**config.mk**
```make
export PLATFORM = sky130hd
export DESIGN_NAME = fetch_decode
export DESIGN_NICKNAME = d
export VERILOG_FILES = /design/src/rtl/fetch_decode.sv
export SDC_FILE = /design/constraint.sdc
export NUM_CORES = 1
export LEC_CHECK = 0
export CORE_MARGIN = 8
export CORE_UTILIZATION = 57
export CTS_CLUSTER_DIAMETER = 80
export CTS_CLUSTER_SIZE = 25
export DETAILED_ROUTE_END_ITERATION = 8
export GPL_TIMING_DRIVEN = 0
export PLACE_DENSITY = 0.86
export SLEW_MARGIN = 40
export SYNTH_ARGS = -nofsm -noshare
export SYNTH_HDL_FRONTEND = slang
export SYNTH_SLANG_ARGS = --single-unit
```
**constraint.sdc**
```tcl
create_clock -name clk -period 4.95 [get_ports clk]
set_input_delay 0.7425 -clock clk [delete_from_list [all_inputs] [get_ports clk]]
set_output_delay 0.7425 -clock clk [all_outputs]
set_load 0.05 [all_outputs]
```
**src/rtl/fetch_decode.sv**
```systemverilog
// ---------------------------------------------------------------------------
// fetch_decode
//   Byte-serial instruction fetcher and decoder. It reads one opcode byte,
//   then any operand bytes, from a byte-wide memory port. Each complete
//   instruction is presented to the control unit for one unstalled cycle.
//
//   An illegal opcode parks the block in HALT with a sticky fault. Only rst
//   leaves HALT.
//
// Ports
//   clk, rst          : clock; synchronous active-high reset
//   en                : run enable, sampled only in IDLE and at ISSUE exit
//   stall             : holds the block in ISSUE with all outputs frozen
//   mem_rd, mem_addr  : byte read request and its address (address == pc)
//   mem_ready         : completes the pending read; mem_data valid
//   mem_data          : fetched byte
//   ctl_op            : decoded opcode in ISSUE, CTL_NOP otherwise
//   reg_sel, data_out : operands, updated only when an instruction issues
//   op_valid          : high in the issue cycle(s)
//   pc                : address of the next byte to fetch
//   fault             : sticky illegal-opcode flag
// ---------------------------------------------------------------------------
module fetch_decode #(
    localparam int unsigned AW = 17,
    localparam int unsigned BW = 8,
    localparam int unsigned RW = 6,
    localparam int unsigned DW = 64,
    parameter logic [AW-1:0] RESET_PC      = 17'h00000,
    parameter logic [BW-1:0] CTL_NOP       = 8'h00,
    parameter logic [BW-1:0] CTL_LOAD_IMM  = 8'h01,
    parameter logic [BW-1:0] CTL_READ_ADDR = 8'h02
) (
    input  logic          clk,
    input  logic          rst,
    input  logic          en,
    input  logic          stall,
    output logic          mem_rd,
    output logic [AW-1:0] mem_addr,
    input  logic          mem_ready,
    input  logic [BW-1:0] mem_data,
    output logic [BW-1:0] ctl_op,
    output logic [RW-1:0] reg_sel,
    output logic [DW-1:0] data_out,
    output logic          op_valid,
    output logic [AW-1:0] pc,
    output logic          fault
);

    // Operand byte index width: up to 8 immediate bytes.
    localparam int unsigned IW = 3;

    typedef enum logic [2:0] {
        IDLE      = 3'd0,
        FETCH_OP  = 3'd1,
        FETCH_REG = 3'd2,
        FETCH_IMM = 3'd3,
        ISSUE     = 3'd4,
        HALT      = 3'd5
    } state_t;

    state_t state_q, state_d;

    // Internal instruction context.
    logic [BW-1:0] op_q,      op_d;
    logic [RW-1:0] reg_acc_q, reg_acc_d;
    logic [DW-1:0] acc_q,     acc_d;
    logic [IW-1:0] idx_q,     idx_d;
    logic [IW-1:0] last_q,    last_d;

    // Next values of the registered outputs.
    logic [AW-1:0] pc_d;
    logic          mem_rd_d;
    logic          op_valid_d;
    logic [BW-1:0] ctl_op_d;
    logic [RW-1:0] reg_sel_d;
    logic [DW-1:0] data_out_d;
    logic          fault_d;

    function automatic logic is_fetch(input state_t s);
        return (s == FETCH_OP) || (s == FETCH_REG) || (s == FETCH_IMM);
    endfunction

    // State register.
    always_ff @(posedge clk) begin
        if (rst) begin
            state_q <= IDLE;
        end else begin
            state_q <= state_d;
        end
    end

    // Next-state logic. Fetch states advance only on mem_ready.
    always_comb begin
        state_d = state_q;
        case (state_q)
            IDLE: begin
                if (en) begin
                    state_d = FETCH_OP;
                end
            end
            FETCH_OP: begin
                if (mem_ready) begin
                    if (mem_data == CTL_NOP) begin
                        state_d = ISSUE;
                    end else if (mem_data == CTL_LOAD_IMM) begin
                        state_d = FETCH_REG;
                    end else if (mem_data == CTL_READ_ADDR) begin
                        state_d = FETCH_IMM;
                    end else begin
                        state_d = HALT;
                    end
                end
            end
            FETCH_REG: begin
                if (mem_ready) begin
                    state_d = FETCH_IMM;
                end
            end
            FETCH_IMM: begin
                if (mem_ready && (idx_q == last_q)) begin
                    state_d = ISSUE;
                end
            end
            ISSUE: begin
                if (!stall) begin
                    state_d = en ? FETCH_OP : IDLE;
                end
            end
            HALT: begin
                state_d = HALT;
            end
            default: begin
                state_d = IDLE;
            end
        endcase
    end

    // Output and datapath next values, derived from the current and next state
    // so that every output is a flop.
    always_comb begin
        pc_d       = pc;
        op_d       = op_q;
        reg_acc_d  = reg_acc_q;
        acc_d      = acc_q;
        idx_d      = idx_q;
        last_d     = last_q;
        reg_sel_d  = reg_sel;
        data_out_d = data_out;

        // Every completed byte read advances pc; 17-bit arithmetic wraps.
        if (is_fetch(state_q) && mem_ready) begin
            pc_d = pc + AW'(1);
        end

        case (state_q)
            FETCH_OP: begin
                if (mem_ready) begin
                    op_d      = mem_data;
                    reg_acc_d = '0;
                    acc_d     = '0;
                    idx_d     = '0;
                    last_d    = (mem_data == CTL_LOAD_IMM) ? IW'(7) : IW'(2);
                end
            end
            FETCH_REG: begin
                if (mem_ready) begin
                    reg_acc_d = mem_data[RW-1:0];
                end
            end
            FETCH_IMM: begin
                // Little-endian: byte k lands in bits [8k+7:8k].
                if (mem_ready) begin
                    acc_d[{idx_q, 3'b000} +: BW] = mem_data;
                    idx_d                        = idx_q + IW'(1);
                end
            end
            default: begin
            end
        endcase

        // Operands are committed together on entry to ISSUE, so the visible
        // values never show a partially assembled instruction.
        if ((state_q != ISSUE) && (state_d == ISSUE)) begin
            if (op_d == CTL_LOAD_IMM) begin
                reg_sel_d  = reg_acc_d;
                data_out_d = acc_d;
            end else if (op_d == CTL_READ_ADDR) begin
                reg_sel_d  = '0;
                data_out_d = {40'h0, acc_d[23:0]};
            end
        end

        mem_rd_d   = is_fetch(state_d);
        op_valid_d = (state_d == ISSUE);
        ctl_op_d   = op_valid_d ? op_d : CTL_NOP;
        fault_d    = (state_d == HALT);
    end

    // Datapath and output registers.
    always_ff @(posedge clk) begin
        if (rst) begin
            pc        <= RESET_PC;
            op_q      <= CTL_NOP;
            reg_acc_q <= '0;
            acc_q     <= '0;
            idx_q     <= '0;
            last_q    <= '0;
            mem_rd    <= 1'b0;
            op_valid  <= 1'b0;
            ctl_op    <= CTL_NOP;
            reg_sel   <= '0;
            data_out  <= '0;
            fault     <= 1'b0;
        end else begin
            pc        <= pc_d;
            op_q      <= op_d;
            reg_acc_q <= reg_acc_d;
            acc_q     <= acc_d;
            idx_q     <= idx_d;
            last_q    <= last_d;
            mem_rd    <= mem_rd_d;
            op_valid  <= op_valid_d;
            ctl_op    <= ctl_op_d;
            reg_sel   <= reg_sel_d;
            data_out  <= data_out_d;
            fault     <= fault_d;
        end
    end

    assign mem_addr = pc;

endmodule

```
==> flow_summary.ini <==
[clock_network]
cts_hold_buffers = 0
root_buffer = clkbuf_16
worstSkewPairLatency_ns = 0.44
clock-sinks = 184
postCtsResizedCells = 0
tritoncts = yes
cts_setup_buffers = 0
clkTransAtPathRegs_ns = 0.07
clk_path_buf_depth = 2
h-tree-depth = 4
cts_buffers = 17

[worst_setup_path]
crit_end = data_out[39]
critPathArrivalTime_ns = 3.62
crit_fanout = 10
cp-end-kind = flop
r2r-start = idx_q[0]
reg2reg_depth = 10
start_kind = flop
timing.rr.end = data_out[39]
r2r_slack_ns = 1.65
cp_common_cell = ha_1
slowest_stage = nor4b_2
critPathMaxStageDelay_ns = 0.64
required_ns = 5.27
crit_type = flop to flop
cp_cell_sequence = buf_6 > inv_1 > ha_1 > ha_1 > clkbuf_1 > nand3b_1 > nor4b_2 > buf_2 > a21oi_1 > o41ai_1
startpoint = idx_q[0]

[synth]
synth-seq-cells = 184
ys.flop_type = dfxtp_1
syn_area_um2 = 7660
synth-seq-area-share_pct = 48.1
yosys_warnings = 0
syn_inst = 807
synth_fp_nets = 827
synth_edf_count = 0
avgSynthCellArea_um2 = 9.49
synth_cell_types = 63
async_flop_share_pct = 0

[routing]
vias = 6702
first_pass_iters = 5
drt_wl_total_mm = 20.6
first_iter_violations = 636
drt-wirelength-per-cell_um = 18.1
via_per_inst = 5.89
ant_nets = 0
drc = 0

[power]
leakage_nw = 3.93
ir_worst_vdd_mv = 0.248
finalPower_w = 0.00315
power_per_cell_area_nw_per_um2 = 324

[sta]
skew_ns = 0.00709
hold_viol = 0
setup_viol = 0
max_freq_mhz = 303
fin_setup_tns_ns = 0
rsz0062_at_grt = no
fin_crit_ns = 3.30
tightest_slew_ns = 0.884
drv_slew = 0
period_share_pct = 66.7
relSlewSlack_pct = 41.0

[run]
drv_cap = 0

[floorplan]
io-pin-count = 128
core_area_um2 = 13200
start_util_pct = 58.0
rows = 42
die_y_um = 132
die_w_um = 132
fp.dieArea_um2 = 17400

[placed_design]
dp_hpwl_mm = 14.0
port_buffers = 124
gp_congestion = 0.928

[outcome]
outcome = completed

[grt]
overflow = 0
grt_pass1_vias = 6607
antenna_found_initial = 0
grt_max_degree = 17
busiest_layer = met2
grtUsageMet2_pct = 36.6
grt_use_met3_pct = 6.78
grt_pass1_wl_mm = 33.7
met1_usage_pct = 29.4
grt_usage_pct = 23.5

[cells_and_area]
finalNetCount = 970
drive_above_1_share_pct = 11.4
multi_input_area_um2 = 3510
fill_cells = 952
seqCellArea_um2 = 3680
num_antenna_cells = 0
area_growth_pct = 27.2

[worst_hold_path]
worstHoldPathType = flop to flop
min_from = acc_q[22]
==> worst max-delay path: cells and delay by family, from the launching register on <==
family          cells  cell delay, ns
simple gates        2            0.83
compound gates      2            0.56
fa+ha+maj           2            0.45
buf+inv             4            0.87
flops               1            0.45
==> logic make-up (layout without fill, tap and decap cells) <==
kind of cell    Yosys count  after routing  synth area share [%]
simple gates            274            274                  18.3
compound gates          186            186                  18.3
fa+ha+maj                 7              7                  1.14
buf+inv                  97            252                  6.36
xor+xnor                 18             18                  2.06
mux                      41             41                  5.75
flops                   184            184                  48.1
==> registers in the layout, summed over array words and instances, names as in the netlist <==
name and count:
mem_rd 1, op_q 8, mem_addr 17, state_q 3, reg_acc_q 6, reg_sel 6
op_valid 1, acc_q 64, ctl_op 8, last_q 2, data_out 64, idx_q 3
fault 1
==> power breakdown <==
group / total (W) / switching [W] / internal, W
clock network: 0.00139 / 0.000575 / 0.000816
registers: 0.00151 / 0.0000102 / 0.00150
logic: 0.000255 / 0.000182 / 0.0000732
==> cells in the mapped netlist (5+ instances only) <==
| master | n | area [um^2] |
|---|---|---|
| a21oi_1 | 38 | 190 |
| a221o_1 | 8 | 80.1 |
| a22o_1 | 14 | 123 |
| a22oi_1 | 9 | 67.6 |
| a2bb2oi_1 | 13 | 114 |
| and2_1 | 14 | 87.6 |
| and3_1 | 19 | 119 |
| buf_2 | 13 | 65.1 |
| buf_4 | 18 | 135 |
| buf_6 | 5 | 56.3 |
| clkbuf_1 | 44 | 165 |
| dfxtp_1 | 184 | 3680 |
| ha_1 | 7 | 87.6 |
| inv_1 | 12 | 45.0 |
| mux2_2 | 23 | 259 |
| mux2i_1 | 17 | 170 |
| nand2_1 | 60 | 225 |
| nand3_1 | 19 | 95.1 |
| nand4_1 | 8 | 50.1 |
| nor2_1 | 83 | 312 |
| nor2b_1 | 28 | 175 |
| nor3_1 | 9 | 45.0 |
| nor4bb_1 | 7 | 70.1 |
| o21ai_0 | 32 | 160 |
| o22a_1 | 17 | 149 |
| o311ai_0 | 16 | 140 |
| o41ai_1 | 10 | 87.6 |
| o41ai_2 | 6 | 97.6 |
| xnor2_1 | 10 | 87.6 |
| xor2_1 | 8 | 70.1 |
==> cell usage in the layout, fill, tap and decap left out, drive strengths merged, types with 5 or more instances in the layout <==
cell,count
clkinv,5
a22oi,9
nor2,83
buf,40
nand3,19
o41ai,16
a22o,14
nand4,8
o311ai,16
dfxtp,184
nor4bb,7
inv,13
mux2,24
a21oi,38
o22a,17
o21ai,33
ha,7
mux2i,17
and3,19
nand2,60
a2bb2oi,13
clkdlybuf4s50,124
xnor2,10
clkbuf,64
xor2,8
a221o,8
nor4,6
nor3,9
nor2b,28
and2,14
==> cell type report <==
cell class | count | share of cell area (%)
Sequential cell | 184 | 37.8
Clock inverter | 12 | 1.54
Clock buffer | 19 | 4.65
Buffer | 85 | 4.53
Multi-Input combinational cell | 526 | 36.0
Timing Repair Buffer | 124 | 12.7
Tap cell | 176 | 2.26
Inverter | 12 | 0.462
==> stage by stage <==
| step | instances | hold slack (ns) | worst slack, ns | utilization [%] | cell area [um^2] |
|---|---|---|---|---|---|
| after floorplan | 807 | 0.439 | 2.24 | - | 7660 |
| after global placement | 1107 | 0.453 | 1.51 | 69.1 | 9120 |
| after detailed placement | 1107 | 0.462 | 1.51 | 69.2 | 9120 |
| after CTS | 1138 | 0.478 | 1.76 | 73.7 | 9730 |
| after global routing | 1138 | 0.489 | 1.44 | 73.9 | 9740 |
| final | 1138 | 0.476 | 1.65 | 73.9 | 9740 |
==> layer usage <==
layer,part of all wire [%],up-vias
met1,44,3201
met4,3.0,0
met5,0,-
met3,7.9,50
met2,45,294
li1,-,3157
==> worst min path at each step <==
stage | end | cells after the start
2_1_floorplan | acc_q[16] | 1
3_3_place_gp | acc_q[21] | 1
3_5_place_dp | acc_q[20] | 1
4_1_cts | acc_q[17] | 1
5_1_grt | acc_q[17] | 1
6_report | acc_q[22] | 1
No activity file was read; power rests on OpenSTA's default activity.
